<file path="src/rtl/seq_pkg.sv">
// Shared types and defaults for the framed serial-detector arbiter.
package seq_pkg;

   typedef enum logic [1:0] {
      IDLE = 2'd0,
      RUN  = 2'd1,
      CLR  = 2'd2
   } state_t;

   localparam int N_DEF     = 4;
   localparam int CNT_W_DEF = 8;

   function automatic int owner_w(input int n);
      return (n > 1) ? $clog2(n) : 1;
   endfunction

endpackage

</file>
<file path="src/rtl/seq_core.sv">
// Two-flop serial detector: s1' = a^s0^s1, s0' = ~s0, y = s0'&s1'.
// The y output is registered one cycle after an enabled bit; y_nxt is the same result, combinationally.
module seq_core (
   input  logic clk,
   input  logic rst_n,
   input  logic clr,
   input  logic en,
   input  logic a,
   output logic y_nxt,
   output logic y
);

   logic s0, s1;
   logic s0_nxt, s1_nxt;

   always_comb begin
      s1_nxt = a ^ s0 ^ s1;
      s0_nxt = ~s0;
      y_nxt  = s0_nxt & s1_nxt;
   end

   always_ff @(posedge clk or negedge rst_n) begin
      if (!rst_n) begin
         s0 <= 1'b0;
         s1 <= 1'b0;
         y  <= 1'b0;
      end else begin
         y <= en & y_nxt;
         if (clr) begin
            s0 <= 1'b0;
            s1 <= 1'b0;
         end else if (en) begin
            s0 <= s0_nxt;
            s1 <= s1_nxt;
         end
      end
   end

endmodule

</file>
<file path="src/rtl/seq_stream_arbiter.sv">
// Round-robin, per-frame sharing of one seq_core among N serial requesters.
// Emits owner-tagged per-bit results and a saturating per-frame hit count.
module seq_stream_arbiter
   import seq_pkg::*;
#(
   parameter int N     = N_DEF,
   parameter int CNT_W = CNT_W_DEF
) (
   input  logic                    clk,
   input  logic                    rst_n,
   input  logic [N-1:0]            req,
   input  logic [N-1:0]            bit_valid,
   input  logic [N-1:0]            bit_a,
   input  logic [N-1:0]            bit_last,
   output logic [N-1:0]            bit_ready,
   output logic [N-1:0]            gnt,
   output logic                    y_valid,
   output logic                    y,
   output logic [owner_w(N)-1:0]   y_owner,
   output logic                    frame_done,
   output logic                    frame_abort,
   output logic [CNT_W-1:0]        frame_hits
);

   localparam int OW = owner_w(N);
   localparam logic [N-1:0] ONE = {{(N-1){1'b0}}, 1'b1};

   state_t           state, state_nxt;
   logic [OW-1:0]    owner, rr, pick, idx;
   logic             pick_vld;
   logic             consume, done, abort, start, core_clr, core_y_nxt;
   logic [CNT_W-1:0] cnt, cnt_inc, cnt_nxt;

   // First requester at or after the round-robin pointer.
   always_comb begin
      pick     = '0;
      pick_vld = 1'b0;
      idx      = '0;
      for (int i = N - 1; i >= 0; i--) begin
         idx = OW'((int'(rr) + i) % N);
         if (req[idx]) begin
            pick     = idx;
            pick_vld = 1'b1;
         end
      end
   end

   always_ff @(posedge clk or negedge rst_n) begin
      if (!rst_n) state <= IDLE;
      else        state <= state_nxt;
   end

   always_comb begin
      state_nxt = state;
      case (state)
         IDLE:    if (pick_vld) state_nxt = RUN;
         RUN:     if (done || abort) state_nxt = CLR;
         CLR:     state_nxt = IDLE;
         default: state_nxt = IDLE;
      endcase
   end

   // A req drop blocks consumption, so last-bit plus drop resolves to an abort.
   always_comb begin
      consume          = (state == RUN) & gnt[owner] & bit_valid[owner] & req[owner];
      done             = consume & bit_last[owner];
      abort            = (state == RUN) & ~req[owner];
      start            = (state == IDLE) & pick_vld;
      core_clr         = start | (state == CLR);
      bit_ready        = '0;
      bit_ready[owner] = consume;
   end

   seq_core u_core (
      .clk   (clk),
      .rst_n (rst_n),
      .clr   (core_clr),
      .en    (consume),
      .a     (bit_a[owner]),
      .y_nxt (core_y_nxt),
      .y     (y)
   );

   always_comb begin
      cnt_inc = (cnt == '1) ? cnt : cnt + 1'b1;
      cnt_nxt = core_y_nxt ? cnt_inc : cnt;
   end

   always_ff @(posedge clk or negedge rst_n) begin
      if (!rst_n) begin
         gnt         <= '0;
         owner       <= '0;
         rr          <= '0;
         cnt         <= '0;
         y_valid     <= 1'b0;
         y_owner     <= '0;
         frame_done  <= 1'b0;
         frame_abort <= 1'b0;
         frame_hits  <= '0;
      end else begin
         y_valid     <= consume;
         frame_done  <= done;
         frame_abort <= abort;
         frame_hits  <= '0;
         if (consume) y_owner <= owner;
         case (state)
            IDLE: begin
               if (pick_vld) begin
                  gnt   <= ONE << pick;
                  owner <= pick;
                  cnt   <= '0;
               end
            end
            RUN: begin
               if (consume) cnt <= cnt_nxt;
               if (done)  frame_hits <= cnt_nxt;
               if (abort) frame_hits <= cnt;
            end
            CLR: begin
               gnt <= '0;
               rr  <= (owner == OW'(N - 1)) ? '0 : owner + 1'b1;
            end
            default: ;
         endcase
      end
   end

endmodule

</file>
<file path="config.mk">
export PLATFORM = sky130hd
export DESIGN_NAME = seq_stream_arbiter
export DESIGN_NICKNAME = d
export VERILOG_FILES = /design/src/rtl/seq_pkg.sv /design/src/rtl/seq_core.sv /design/src/rtl/seq_stream_arbiter.sv
export SDC_FILE = /design/constraint.sdc
export NUM_CORES = 1
export LEC_CHECK = 0
export CORE_MARGIN = 2
export CORE_UTILIZATION = 50
export CTS_CLUSTER_SIZE = 12
export DETAILED_ROUTE_END_ITERATION = 6
export PLACE_DENSITY = 0.78
export SKIP_LAST_GASP = 1
export SYNTH_ARGS = -nofsm -noshare
export SYNTH_HDL_FRONTEND = slang
export SYNTH_SLANG_ARGS = --single-unit
</file>
<file path="constraint.sdc">
create_clock -name clk -period 5.15 [get_ports clk]
set_input_delay 0.515 -clock clk [delete_from_list [all_inputs] [get_ports clk]]
set_output_delay 0.515 -clock clk [all_outputs]
set_load 0.005 [all_outputs]
</file>
# After elaboration in Yosys (flattened, before gate mapping)
# Cells that the tools add are included.
totals:
  ff_bits: 34
  output_inout_bits: 22
  ramBits: 0
  romBits: 0
  latch_bits: 0
  memories: 0
  wordCells: 102
  in_bits: 18
op_classes:
  mul: 0
  bitwise_logic: 14
  eq_ne: 7
  add_sub_neg: 5
  n_shift: 1
  muxes: 46
  div: 0
  order_cmp: 6
  n_reduce_logical: 10
ops:
  columns: ["op", "n"]
  rows:
  - ["$mux 8", 7]
  - ["$bmux 1 s2", 9]
  - ["$mux 1", 18]
  - ["$pmux 8 s2", 1]
  - ["$lt 2x3->1 const B", 5]
  - ["$mux 2", 7]
  - ["$add 8x1->8 const B", 1]
  - ["$and 1x1->1", 8]
  - ["$eq 8x8->1 const B", 1]
  - ["$pmux 4 s2", 1]
  - ["$ne 2x2->1 const B", 3]
  - ["$reduce_and 2->1", 3]
  - ["$reduce_bool 2->1", 3]
  - ["$add 2x1->2 const B", 2]
  - ["$add 2x2->2 const B", 2]
  - ["$and 4x4->4", 1]
  - ["$eq 2x2->1 const B", 2]
  - ["$mux 4", 1]
  - ["$pmux 2 s2", 1]
  - ["$shl 1x2->4 const A", 1]
  - ["$reduce_and 3->1", 1]
  - ["$demux 1 s2", 1]
  - ["$eq 2x1->1 const B", 1]
  - ["$ge 2x1->1 const B", 1]
  - ["other kinds (6)", 8]

# Logic depth before layout (Yosys ltp)
# Gate-level depths: netlist of run 1.
logic_depth:
  depth_word: 10
  ltp_mapped: 9
  depth_no_buf: 6

# By module
# A second synthesis of run 1 with hierarchy kept.
hier_totals:
  cells_unflattened: 175
  area_unflattened_um2: 1833.0
modules_own_cells:
  columns: ["mod", "area_each_um2", "seq_area_each_um2", "cells_per_inst", "instances"]
  rows:
  - ["seq_stream_arbiter", 1694.1, 775.7, 162, 1]
  - ["seq_core", 138.9, 75.1, 13, 1]

# Least setup slack after synthesis of run 1
# OpenSTA, ideal clock, no wires.
synth_timing:
  path_type: "register to output"
  start: "reg owner[1]"
  end: "out bit_ready[0]"
  required_ns: 4.635
  setup_slack_ns: 2.857
  path_stages_with_launch: 9
  path_buffers: 3
  arrival_time_ns: 1.778
  path_cell_list: "dfrtp_1 > buf_6 > inv_2 > mux4_2 > or2_1 > buf_6 > inv_6 > buf_6 > and2_1"
synth_between:
  elab_chain_cells: 6
  word_cells_on_any_way: 15
  cone_classes: "2 x order compare; 8 x mux; 4 x bitwise; 1 x reduce/logical"
synth_rtl:
  columns: ["element", "line", "text"]
  rows:
  - ["from (decl)", "seq_stream_arbiter.sv:29", "logic [OW-1:0] owner, rr, pick, idx;"]
  - ["from (signal assigned)", "seq_stream_arbiter.sv:110", "owner <= pick;"]
  - ["$bmux 1 s2", "seq_stream_arbiter.sv:65", "consume = (state == RUN) & gnt[owner] & bit_valid[owner] & req[owner];"]
  - ["$mux 1 (not written as such)", "seq_stream_arbiter.sv:65", null]
  - ["$and 1x1->1 (2 in a row)", "seq_stream_arbiter.sv:65", null]
  - ["$and 1x1->1 (*)", "seq_stream_arbiter.sv:65", null]
  - ["named net consume", "seq_stream_arbiter.sv:31", "logic consume, done, abort, start, core_clr, core_y_nxt;"]
  - ["$and 4x4->4 (no line) (*)", null, null]
  - ["to (decl)", "seq_stream_arbiter.sv:15", "output logic [N-1:0] bit_ready,"]
# The timed path passes the listed nets; every way through them passes the cells marked *. The select of a mux whose other input is x is not followed.

# Worst setup path after layout of run 1
layout_timing:
  start: "reg owner[0]"
  end: "out bit_ready[0]"
layout_between:
  elab_chain_cells: 6
  word_cells_on_any_way: 15
  cone_classes: "2 x order compare; 8 x mux; 4 x bitwise; 1 x reduce/logical"
layout_rtl:
  columns: ["element", "line"]
  rows:
  - ["$bmux 1 s2", "seq_stream_arbiter.sv:65"]
  - ["$mux 1 (not written as such)", "seq_stream_arbiter.sv:65"]
  - ["$and 1x1->1 (3 in a row)", "seq_stream_arbiter.sv:65"]
  - ["$and 4x4->4 (no line) (*)", null]
# Mark *: on every way between the ends. The rest lies on a longest branch, timed or not. The select of a mux whose other input is x is not followed.

==> results of run 1 <==
## synthesized netlist by cell type (all sizes together) (3+ instances only)
cell   instances  area (µm²)
a21o           3       22.52
a21oi          5       28.78
a22o           3       26.28
a31oi         19       118.9
a41oi          3       26.28
and2           6       37.54
buf            9       91.34
dfrtp         34       850.8
ha             5       62.56
inv            9       38.79
mux2           5       56.30
mux2i          6       60.06
nand2         17       66.32
nand3          6       30.03
nor2           5       18.77
nor2b          4       25.02
nor3b          5       42.54
o21ai         16       80.07
o31ai          3       22.52
or2            3       18.77
or3            3       18.77
## metrics by stage
step                      instances  instance area, µm²  worst slack [ns]  utilization [%]
final                           287                2492             1.797            62.76
after global routing            287                2492             1.566            62.76
after CTS                       287                2492             1.787            62.76
after detailed placement        279                2397             1.837            60.37
after global placement          279                2397             1.873            60.37
after floorplan                 200                2037             2.857                -
## cells by family after synthesis
| kind of cell | count (synthesis) | share of synthesized area (%) |
|---|---|---|
| buf+inv | 20 | 6.818 |
| fa+ha+maj | 5 | 3.071 |
| flops | 34 | 41.77 |
| compound gates | 64 | 21.68 |
| simple gates | 62 | 17.69 |
| mux | 13 | 8.108 |
| xor+xnor | 2 | 0.8601 |
## sequential cells by signal (all words and copies together) (netlist names), 2 cells and up
register / count
cnt: 8
rr: 2
frame_hits: 8
y_owner: 2
state: 2
owner: 2
gnt: 4
## layout make-up
type / count / area, µm²
fill: 344 / 1479
multi-input combinational: 146 / 1047
sequential: 34 / 850.8
timing repair buffer: 40 / 397.9
clock buffer: 6 / 82.58
tap: 50 / 62.56
inverter: 9 / 38.79
clock inverter: 2 / 12.51
## worst max-delay path: stages, from the launching register on
cell and delay, ns:
dfrtp_1 0.66, inv_1 0.28, mux4_2 0.38, or2_1 0.39, inv_6 0.20, and2_1 0.14, clkdlybuf4s50_1 0.50
## layer usage
| metal | GRT usage [%] | vias to the layer above | part of all wire (%) |
|---|---|---|---|
| li1 | - | 831 | - |
| met1 | 32.74 | 831 | 48 |
| met2 | 33.33 | 50 | 46 |
| met3 | 3.618 | 8 | 4.8 |
| met4 | 9.000 | 0 | 1.7 |
| met5 | 0 | - | 0 |
## worst paths after layout
| check | startpoint | end |
|---|---|---|
| worst max-delay path | owner[0] | bit_ready[0] |
| worst min-delay path | gnt[2] | gnt[2] |
| worst max register to register | owner[0] | frame_hits[0] |
| worst min register to register | gnt[2] | gnt[2] |
| max in group asynchronous | rst_n | state[1] |
| min in group asynchronous | rst_n | u_core.s1 |
## power by group
part | internal (W) | total, W | switching, W
Sequential | 0.000321 | 0.000397 | 0.0000754
Clock | 0.000107 | 0.000204 | 0.0000970
Combinational | 0.000200 | 0.000442 | 0.000242
==> summary.txt, run 1 <==
Layout
  • Commonest non-fill, non-tap cell in the layout: clkdlybuf4s50_1
  • Area growth syn-to-layout: 22.36%
  • Ratio of cells with drive above 1 in the final layout: a little over a tenth
  • Antenna cells: 0
  • Nets: 259
  • Most frequent cells in the layout: clkdlybuf4s50_1 (39), dfrtp_1 (34), a31oi_1 (19), nand2_1 (16), o21ai_0 (15)

Critical path
  • Critical Path Start Type: flip-flop
  • Worst setup EP type: primary output
  • Reg2reg setup slack: approximately 2.4 ns
  • Critical Path AT: 2.84 ns
  • Data required, critical path: approximately 4.6 ns
  • R2R depth: 5
  • Max FO, Critical Path: 17
  • Setup Crit Path Kind: reg -> out

Placed design
  • GP Congestion: ~0.92
  • Post-DP HPWL: 3.186 mm
  • Number of port buffers: 39

Die
  • Num ports: 40
  • Site Rows: 23
  • Initial core utilization: 51.29%
  • Chip height: ~68 µm
  • Die area: between 0.004 and 0.005 mm²
  • Die width: between 60 and 70 µm
  • Core ar.: 0.003971 mm²

Global route
  • Gr usage total: 22.46%
  • Initial antenna violation count: 0
  • Vias in the first global route: 1590
  • First-pass GRT wire length: slightly below 8 mm
  • GRT Residual Overflow: 0
  • Largest net degree at the start of global routing: 35

CTS
  • CTS tree: done
  • Total setup buffers inserted after CTS: 0
  • Worst skew pair latency: between 0.2 and 0.3 ns
  • Clock transition at path regs: about 0.070 ns
  • CTS buffer count: 5
  • Clock root cell: clkbuf_8
  • Max clock buf depth: 2
  • Num Clock Sinks: 34
  • Post-CTS Hold Fix Bufs: 0
  • H-tree depth: 2
  • Post-cts gate resize count: 0

Outcome
  • Outcome: finished, final reports clean

Synth
  • Register area share after synthesis: between 40% and 50%
  • Mapped cell area: 0.002037 mm²
  • Syn nets: approximately 220
  • Async SR Flop Fraction: 100.0%
  • Avg Inst Size Synth: 10.18 µm²
  • Synth cell types: 57
  • #FFs+latches synth: 34
  • Main synth FF type: dfrtp_1
  • Yosys warning count: 0
  • EDFF count, synth: 0
  • Cell count after synthesis: 200

Routing
  • Routed WL: 4.606 mm
  • Vias per inst: roughly 6
  • Drt wl/cell: around 16 µm
  • Initial DRC count: 131
  • Drc violations: 0
  • Vias after detailed routing: 1720
  • DRT Pass-1 Iters: 4
  • Final ANT Viol Nets: 0

Timing
  • Final hold violations: 0
  • Final period util: 65.12%
  • Setup Viol. Count Final: 0
  • RSZ-0062 raised after global routing: no
  • Max Fclk: 298.2 MHz
  • Post-layout min period: 3.354 ns
  • Max Slew Vio Count: 0
  • Setup Skew: ~0.0042 ns
  • Setup TNS: 0 ns
  • Worst-margin pin slew: 0.9440 ns
  • Hold Slack: 0.5272 ns
  • Relative slew margins: between 30% and 40%

Power
  • Power Total: roughly 0.0010 W
  • PwrDens: ~420 mW/mm²
  • Pleak: 1.028 nW
  • VDD IR max: 0.0001915 V

Worst hold path
  • Hold-critical path depth: 2
  • Hold Path Class: reg -> reg

Run
  • Max Cap Violations: 0
Power figures use the tool's default switching activity.
==> run 2, diff against run 1 <==
==> constraint.sdc (replaced) <==
create_clock -name clk -period 3.2 [get_ports clk]
set_input_delay 0.32 -clock clk [delete_from_list [all_inputs] [get_ports clk]]
set_output_delay 0.32 -clock clk [all_outputs]
set_load 0.005 [all_outputs]
==> summary.txt, run 2 (synthesis gave the netlist of run 1 again) <==
CTS
  • Worst skew pair latency: approximately 0.28 ns
  • Clock transition at path regs: about 0.070 ns
  • CTS tree: done
  • Num Clock Sinks: 34
  • CTS buffer count: 5
  • Max clock buf depth: 2
  • H-tree depth: 2
  • Clock root cell: clkbuf_8
  • Total setup buffers inserted after CTS: 0

Timing
  • Hold Slack: between 0.4 and 0.5 ns
  • Setup WS post-layout: 0.2299 ns
  • Post-layout min period: slightly below 3 ns
  • Max Fclk: ~340 MHz
  • Relative slew margins: 51.67%
  • Final period util: 92.81%
  • Max Slew Vio Count: 0
  • RSZ-0062 raised after global routing: no
  • Worst-margin pin slew: around 0.73 ns
  • Setup Skew: 0.005700 ns
  • Setup TNS: 0 ns
  • Final hold violations: 0
  • Setup Viol. Count Final: 0

Routing
  • Vias after detailed routing: ~1800
  • Final ANT Viol Nets: 0
  • DRT Pass-1 Iters: 4
  • Drc violations: 0
  • Drt wl/cell: 15.77 µm
  • Vias per inst: between 6 and 7
  • Routed WL: roughly 4.6 mm
  • Initial DRC count: 98

Die
  • Die area: ~0.0046 mm²
  • Chip height: roughly 68 µm
  • Initial core utilization: between 50% and 60%
  • Die width: 67.83 µm
  • Core ar.: slightly below 0.004 mm²
  • Num ports: 40
  • Site Rows: 23

Power
  • Combinational share of power: about 44%
  • VDD IR max: 0.0004490 V
  • Clock power share: 19.2%
  • Switching Share: between 30% and 40%
  • Power Internal: 0.001023 W
  • Flop pwr share: 36.7%
  • Net load switching power: around 0.00066 W
  • Pleak: between 1 and 1.5 nW
  • PwrDens: 670.0 mW/mm²

Outcome
  • Outcome: finished, final reports clean

Critical path
  • Critical Path Start Type: flip-flop
  • R2R depth: 5
  • Worst R2R End: frame_hits[6]
  • Worst setup EP type: primary output
  • Reg2reg setup slack: about 0.9 ns
  • R2r startpoint: owner[1]
  • Critical Path AT: around 2.7 ns
  • Max FO, Critical Path: 17
  • Data required, critical path: 2.88 ns
  • Setup Crit Path Kind: reg -> out

Global route
  • First-pass GRT wire length: ~7.7 mm
  • Gr usage total: between 20% and 30%
  • Largest net degree at the start of global routing: 35
  • Initial antenna violation count: 0
  • GRT Residual Overflow: 0
  • Vias in the first global route: around 1700

Layout
  • Non-Filler Instances: 289
  • Area growth syn-to-layout: 23.22%
  • Nets: ~260
  • Antenna cells: 0
  • Commonest non-fill, non-tap cell in the layout: clkdlybuf4s50_1
  • Final core occ: roughly 63%
  • Top flop regs: cnt (8), frame_hits (8), gnt (4)
  • Most frequent cells in the layout: clkdlybuf4s50_1 (39), dfrtp_1 (34), a31oi_1 (19), nand2_1 (16), o21ai_0 (15)
  • Ratio of cells with drive above 1 in the final layout: between 10% and 20%

Placed design
  • Inst Count DP: approximately 280
  • GP Congestion: around 0.9
  • Post-DP HPWL: 3.248 mm
  • Number of port buffers: 39
  • Post-Place Worst Slack: 0.2838 ns

Run
  • Max Cap Violations: 0

Worst hold path
  • Hold Path Class: in -> async
[run 2: changes by cell type in the layout (fill, tap and decap cells not counted), sizes merged]
cell	before	now
buf	1	3
[run 2: final cells by class]
type	count	area [µm²]
Clock buffer	6	82.58
Clock inverter	2	12.51
Fill cell	332	1461
Inverter	9	38.79
Multi-Input combinational cell	146	1050
Sequential cell	34	850.8
Tap cell	50	62.56
Timing Repair Buffer	42	412.9
[run 2: worst max-delay path, stage by stage, from the launching register on]
cell and delay [ns]:
dfrtp_1 0.53, inv_2 0.17, mux4_2 0.56, or2_4 0.31
inv_6 0.15, and2_1 0.15, clkdlybuf4s50_1 0.50
[run 2: worst max-delay path by stage]
stage | startpoint | endpoint | depth (start not counted)
3_5_place_dp | bit_valid[0] | bit_ready[0] | 7
2_1_floorplan | owner[1] | bit_ready[0] | 8
3_3_place_gp | bit_valid[0] | bit_ready[2] | 7
6_report | owner[1] | bit_ready[0] | 6
5_1_grt | owner[1] | bit_ready[0] | 6
4_1_cts | owner[1] | bit_ready[0] | 6
[run 2: layer usage]
metal  vias up  global-route usage [%]  wire, µm
met5         -                       0         0
met4         0                   8.000        41
met3         4                   3.947       273
met2        65                   35.05      2187
met1       853                   30.62      2056
li1        828                       -         -
[run 2: timing repair]
action                     in CTS  in global routing
gates resized for setup         0                  1
hold buffers                    0                  0
setup endpoints to repair       0                  4
[run 2: power by group through the flow]
| stage | combinational [W] | sequential [W] | clock (W) |
|---|---|---|---|
| CTS | 0.000741 | 0.000618 | 0.000331 |
| finish | 0.000742 | 0.000617 | 0.000322 |
| floorplan | 0.000524 | 0.000600 | 0 |
| global route | 0.000828 | 0.000630 | 0.000355 |
| detailed placement | 0.000733 | 0.000624 | 0 |
| global placement | 0.000727 | 0.000622 | 0 |
[run 2: through the flow]
stage	total power, W	cell area [µm²]
5_1_grt	0.001813	2510
2_1_floorplan	0.001124	2037
6_report	0.001682	2510
4_1_cts	0.001689	2507
3_3_place_gp	0.001349	2412
3_5_place_dp	0.001358	2412
==> run 3, diff against run 2 <==
--- a/config.mk
+++ b/config.mk
@@ -11,6 +11,7 @@
 export DETAILED_ROUTE_END_ITERATION = 6
 export PLACE_DENSITY = 0.78
 export SKIP_LAST_GASP = 1
+export SLEW_MARGIN = 20
 export SYNTH_ARGS = -nofsm -noshare
 export SYNTH_HDL_FRONTEND = slang
 export SYNTH_SLANG_ARGS = --single-unit
==> results of run 3 <==
The final DEF is identical to that of run 2; final timing and power are the same.
==> RTL change 1 (config.mk and constraints of run 1) <==
Change the package constant `CNT_W_DEF` from 8 to 6.
--- a/src/rtl/seq_pkg.sv
+++ b/src/rtl/seq_pkg.sv
@@ -10,3 +10,3 @@
    localparam int N_DEF     = 4;
-   localparam int CNT_W_DEF = 8;
+   localparam int CNT_W_DEF = 6;
 
Ports: changed (resized frame_hits); port bits go from 40 to 38. The function was not compared with the original's and may differ.
==> RTL change 1 against run 1 <==
- sequential cell count is 4 lower
- sequential power fell by 8.8%
- clock power shrank 25%
- power is 14% lower
- cell area decreased by 12%
- routed wire length decreased by 14%
- register-to-register slack gained 250 ps
- worst setup slack lost 220 ps
- synthesized area down 14%
==> RTL change 1: results (changes against run 1) <==
Ranking of synthesized cells by area - dfrtp_1, mux2i_1, ha_1, a2111oi_4, nand3_1 (was dfrtp_1, a31oi_1, buf_6, o21ai_0, ha_1)
Reg2Reg Launch Point - owner[0] (unchanged)
Ant. Diodes - 0 (unchanged)
Dpl hpwl - 2.89 mm (was 3.19 mm)
Critical Path Max Stage Delay - 720 ps (was 660 ps)
Routed WL - 3.98 mm (was 4.61 mm)
Syn avg cell area - 10.3 um^2 (was 10.2 um^2)
Routability Congestion - 0.815 (was 0.917)
Slew HR - 53.9% (was 36.8%)
Worst Path Max Fanout - 14 (was 17)
Yosys cell types - 49 (was 57)
Worst-Skew Late Latency - 340 ps (was 290 ps)
Vias in the first global route - 1392 (was 1590)
Register area share after synthesis - 42.8% (was 41.8%)
CTS-repair resized insts - 0 (unchanged)
Critical path's slowest cell - dfrtp_1 (unchanged)
Post-Synth Adder-Cell Area - 3.56% (was 3.07%)
Maximum root-to-sink buffer count - 2 (unchanged)
Post-CTS Repair Setup Buffers - 0 (unchanged)
Internal - 532 uW (was 629 uW)
Clock Skew - 7.68 ps (was 4.24 ps)
Data arrival time of the worst path - 3060 ps (was 2840 ps)
Wl on met1 - 1.77 mm (was 2.20 mm)
Fraction of registers with async set/reset - 100% (unchanged)
Share of cells above drive strength 1 - 9.71% (was 11.0%)
VDD IR-drop max - 292 uV (was 191 uV)
Yosys warns - 0 (unchanged)
Flop-to-flop setup slack - 2660 ps (was 2410 ps)
Min-delay src - y_owner[0] (was gnt[2])
Cell Count, Final, Fillers Out - 252 (was 287)
Synth Area in Compound Gates - 21.2% (was 21.7%)
Post-Syn Nets - 193 (was 223)
Worst Reg-to-Reg Cells - 6 (was 5)
Root buffer cell - clkbuf_4 (was clkbuf_8)
Final #Nets - 228 (was 259)
Crit Reg-Reg Endpoint - cnt[3] (was frame_hits[0])
WL met3 - 236 um (was 223 um)
Commonest cells in the netlist - dfrtp_1, mux2i_1, nand2_1, nand3_1, o21ai_0 (was dfrtp_1, a31oi_1, nand2_1)
Largest net degree at the start of global routing - 31 (was 35)
Number of I/O port buffers - 37 (was 39)
Cells after DPL - 244 (was 279)
Mux contribution to synthesized area - 8.62% (was 8.11%)
Fillers - 292 (was 344)
Min-Delay Path Depth - 2 (unchanged)
Cts bufs inserted - 5 (unchanged)
Initial DRC Count - 72 (was 131)
Post-Synth XOR/XNOR Area - 0.998% (was 0.860%)
Outcome - finished, final reports clean (unchanged)
WHS Endpoint - y_owner[0] (was gnt[2])
GRT Total Usage - 21.8% (was 22.5%)
H-tree depth - 2 (unchanged)
Via density - 5.78 (was 5.99)
P_leak - 0.000956 uW (was 0.00103 uW)
Max layer used - met4 (unchanged)
Hold crit path type - flop to flop (unchanged)
Clock-pin slew on the worst setup and hold paths - 100 ps (was 70 ps)
Top flop regs - cnt: 6 flops, frame_hits: 6 flops, gnt: 4 flops (was cnt: 8 flops, frame_hits: 8 flops, gnt: 4 flops)
WL met2 - 1.92 mm (was 2.11 mm)
First-pass GRT wire length - 6.74 mm (was 7.82 mm)
Crit path kind - flop to output pin (unchanged)
-- RTL change 1: changes by cell type in the layout (fill, tap and decap cells not counted), sizes merged, moves of 3 or more --
cell / delta
mux2: -4
nor2b: -3
dfrtp: -4
nand3: +4
mux2i: +5
a31oi: -12
nand2: -7
a22o: -3
nor3b: -3
o21ai: -5
nand2b: +5
a41oi: -3
nand3b: +3
-- RTL change 1: how the worst max path moves through the flow --
stage | to | slack (ps) | depth (start not counted)
final | bit_ready[3] | 1580 | 6
after global routing | bit_ready[3] | 1360 | 6
after CTS | bit_ready[3] | 1590 | 6
after detailed placement | bit_ready[3] | 1720 | 7
after global placement | bit_ready[3] | 1830 | 7
after floorplan | bit_ready[0] | 2980 | 7
-- RTL change 1: metal layers --
metal | up-vias | GRT usage [%]
li1 | 695 | -
met1 | 698 | 29.1
met2 | 52 | 34.8
met3 | 11 | 5.18
met4 | 0 | 7.61
met5 | - | 0
-- RTL change 1: cell type report --
class / instances / share of cell area (%)
inverters: 7 / 1.31
clock inverters: 2 / 0.569
repair buffers: 38 / 17.2
multi-input cells: 123 / 41.8
well taps: 46 / 2.62
clock buffers: 6 / 2.33
flip-flops and latches: 30 / 34.2
-- RTL change 1: power by group through the flow --
stage          Combinational (uW)  Clock, uW  Sequential, uW
5_1_grt                       426        168             372
4_1_cts                       387        157             362
3_3_place_gp                  373          0             361
6_report                      385        154             362
3_5_place_dp                  385          0             367
2_1_floorplan                 285          0             338
-- RTL change 1: kinds of logic after synthesis --
family | count (synthesis)
simple gates | 56
fa+ha+maj | 5
xor+xnor | 2
flops | 30
mux | 13
compound gates | 47
buf+inv | 17
-- RTL change 1: worst reg2reg max path, cell delays in order, from the launching register on --
cell and delay [ps]:
dfrtp_1 720, mux2i_1 390, a2111oi_4 110, nor2_2 480, inv_1 330, a21o_1 230, a21oi_1 160
-- RTL change 1: through the flow --
stage	hold slack [ps]	area, um^2	util, %	total power, uW	setup WS, ps
floorplan	219	1760	-	623	2980
global placement	478	2130	63.4	734	1830
detailed placement	481	2130	63.4	752	1720
CTS	503	2200	65.3	906	1590
global route	542	2200	65.3	967	1360
finish	496	2200	65.3	902	1580
==> RTL change 2 (flow settings as in run 1) <==
Made on the original files. Make the reset (`rst_n`) synchronous in 3 clocked blocks.
--- a/src/rtl/seq_core.sv
+++ b/src/rtl/seq_core.sv
@@ -21,3 +21,3 @@
 
-   always_ff @(posedge clk or negedge rst_n) begin
+   always_ff @(posedge clk) begin
       if (!rst_n) begin
--- a/src/rtl/seq_stream_arbiter.sv
+++ b/src/rtl/seq_stream_arbiter.sv
@@ -47,3 +47,3 @@
 
-   always_ff @(posedge clk or negedge rst_n) begin
+   always_ff @(posedge clk) begin
       if (!rst_n) state <= IDLE;
@@ -88,3 +88,3 @@
 
-   always_ff @(posedge clk or negedge rst_n) begin
+   always_ff @(posedge clk) begin
       if (!rst_n) begin
Check against the original RTL: differs if rst_n is asserted again (counterexample within 4 cycles, from zero or initial values and one cycle with rst_n low); with rst_n held inactive, the same outputs for 4 cycles.
==> RTL change 2 against run 1 <==
- cell count is 7.0% higher
- via count is 4.7% higher
- count of clock-buffer cells in the layout is 1 lower
- critical endpoint is now bit_ready[3]
- worst setup slack worse by 17 ps
- synthesized area is 5.7% lower
- maximum frequency is 0.49% lower
- non-clock buffer count is 1 lower
- sequential cell count stayed put
- routed wire length is 1.7% lower
- cell area is 1.2% lower
- sequential share of layout area is 6.5 points lower
Power is not compared: it rests on default switching activity, and its combinational part moved more than twofold at a synthesized area within 25%.
==> RTL change 2: results (changes against run 1) <==
Outcome - finished, final reports clean (unchanged)
Register area share after synthesis - 35.4% (was 41.8%)
Final #Nets - 281 (was 259)
Routability Congestion - 0.880 (was 0.917)
Share of cells above drive strength 1 - 7.34% (was 11.0%)
Multi-input gates - 168 (was 146)
Flop-to-flop setup slack - 2500 ps (was 2410 ps)
Yosys cell types - 47 (was 57)
Post-Syn Nets - 242 (was 223)
Buffering overhead - 15.8% (was 16.0%)
WHS Endpoint - y_owner[1] (was gnt[2])
Multi-input gate share of total cell area - 46.8% (was 42.0%)
Main synth FF type - dfxtp_1 (was dfrtp_1)
Largest net degree at the start of global routing - 18 (was 35)
Wl on met1 - 2.13 mm (was 2.20 mm)
Met1 Use GR - 30.1% (was 32.7%)
Global routing usage on met3 - 5.11% (was 3.62%)
Vias - 1800 (was 1720)
Fraction of registers with async set/reset - 0% (was 100%)
Reg2Reg Launch Point - owner[0] (unchanged)
Crit Reg-Reg Endpoint - frame_hits[2] (was frame_hits[0])
Non-clk invs - 10 (was 9)
Fillers - 312 (was 344)
Critical Path Max Stage Delay - 700 ps (was 660 ps)
Worst Path Max Fanout - 11 (was 17)
First-pass GRT wire length - 7.78 mm (was 7.82 mm)
Initial DRC Count - 100 (was 131)
WL met2 - 2.06 mm (was 2.11 mm)
WL met3 - 258 um (was 223 um)
Seq/total area - 27.6% (was 34.1%)
Vias in the first global route - 1725 (was 1590)
Dpl hpwl - 3.33 mm (was 3.19 mm)
Clock Skew - 5.68 ps (was 4.24 ps)
Clkbuf count - 5 (was 6)
GRT Total Usage - 23.6% (was 22.5%)
Min-delay src - y_owner[1] (was gnt[2])
Final clock-cell share - 5.59% (was 3.82%)
Data arrival time of the worst path - 2860 ps (was 2840 ps)
Non-clock buffers - 39 (was 40)
-- RTL change 2: cell count changes in the layout (fill, tap and decap cells not counted), sizes merged, moves of 5 or more --
cell / change
o22ai: +5
nor3: +5
dfrtp: -34
dfxtp: +34
nor2: +14
a21oi: +9
a31oi: -5
-- RTL change 2: stage by stage --
stage	hold WS (ps)	setup WS [ps]	cells	instance area (um^2)
after floorplan	473	3040	219	1920
after global placement	479	1960	299	2330
after detailed placement	490	1910	299	2330
after CTS	502	1820	307	2460
after global routing	538	1650	307	2460
final	502	1780	307	2460
-- RTL change 2: power by group --
group	leakage, uW	internal, uW	switching [uW]
clock network	0.0000683	194	102
logic	0.000497	50.3	55.7
registers	0.000275	270	14.4
-- RTL change 2: logic make-up (layout without fill, tap and decap cells) --
kind of cell / Yosys count / after routing / share of synthesized area (%)
XOR/XNOR: 4 / 4 / 1.82
multiplexers: 14 / 14 / 10.7
AND/OR/NAND/NOR: 80 / 80 / 21.8
AO/OA/AOI/OAI: 65 / 65 / 22.4
adder cells (fa/ha/maj): 5 / 5 / 3.26
buffers and inverters: 17 / 57 / 4.62
flip-flops: 34 / 34 / 35.4
-- RTL change 2: worst max-delay path: cells and delay by family (launching register included) --
kind	cells	cell delay [ps]
AO/OA/AOI/OAI	1	550
AND/OR/NAND/NOR	2	450
multiplexers	1	410
buffers and inverters	1	450
flip-flops	1	700
-- RTL change 2: how the worst max path moves through the flow --
stage / from / to / slack, ps / cells after the start
after floorplan: owner[1] / bit_ready[0] / 3040 / 5
after global placement: req[0] / bit_ready[2] / 1960 / 6
after detailed placement: req[0] / bit_ready[3] / 1910 / 6
after CTS: owner[0] / bit_ready[3] / 1820 / 5
after global routing: owner[0] / bit_ready[3] / 1650 / 5
final: owner[1] / bit_ready[3] / 1780 / 5
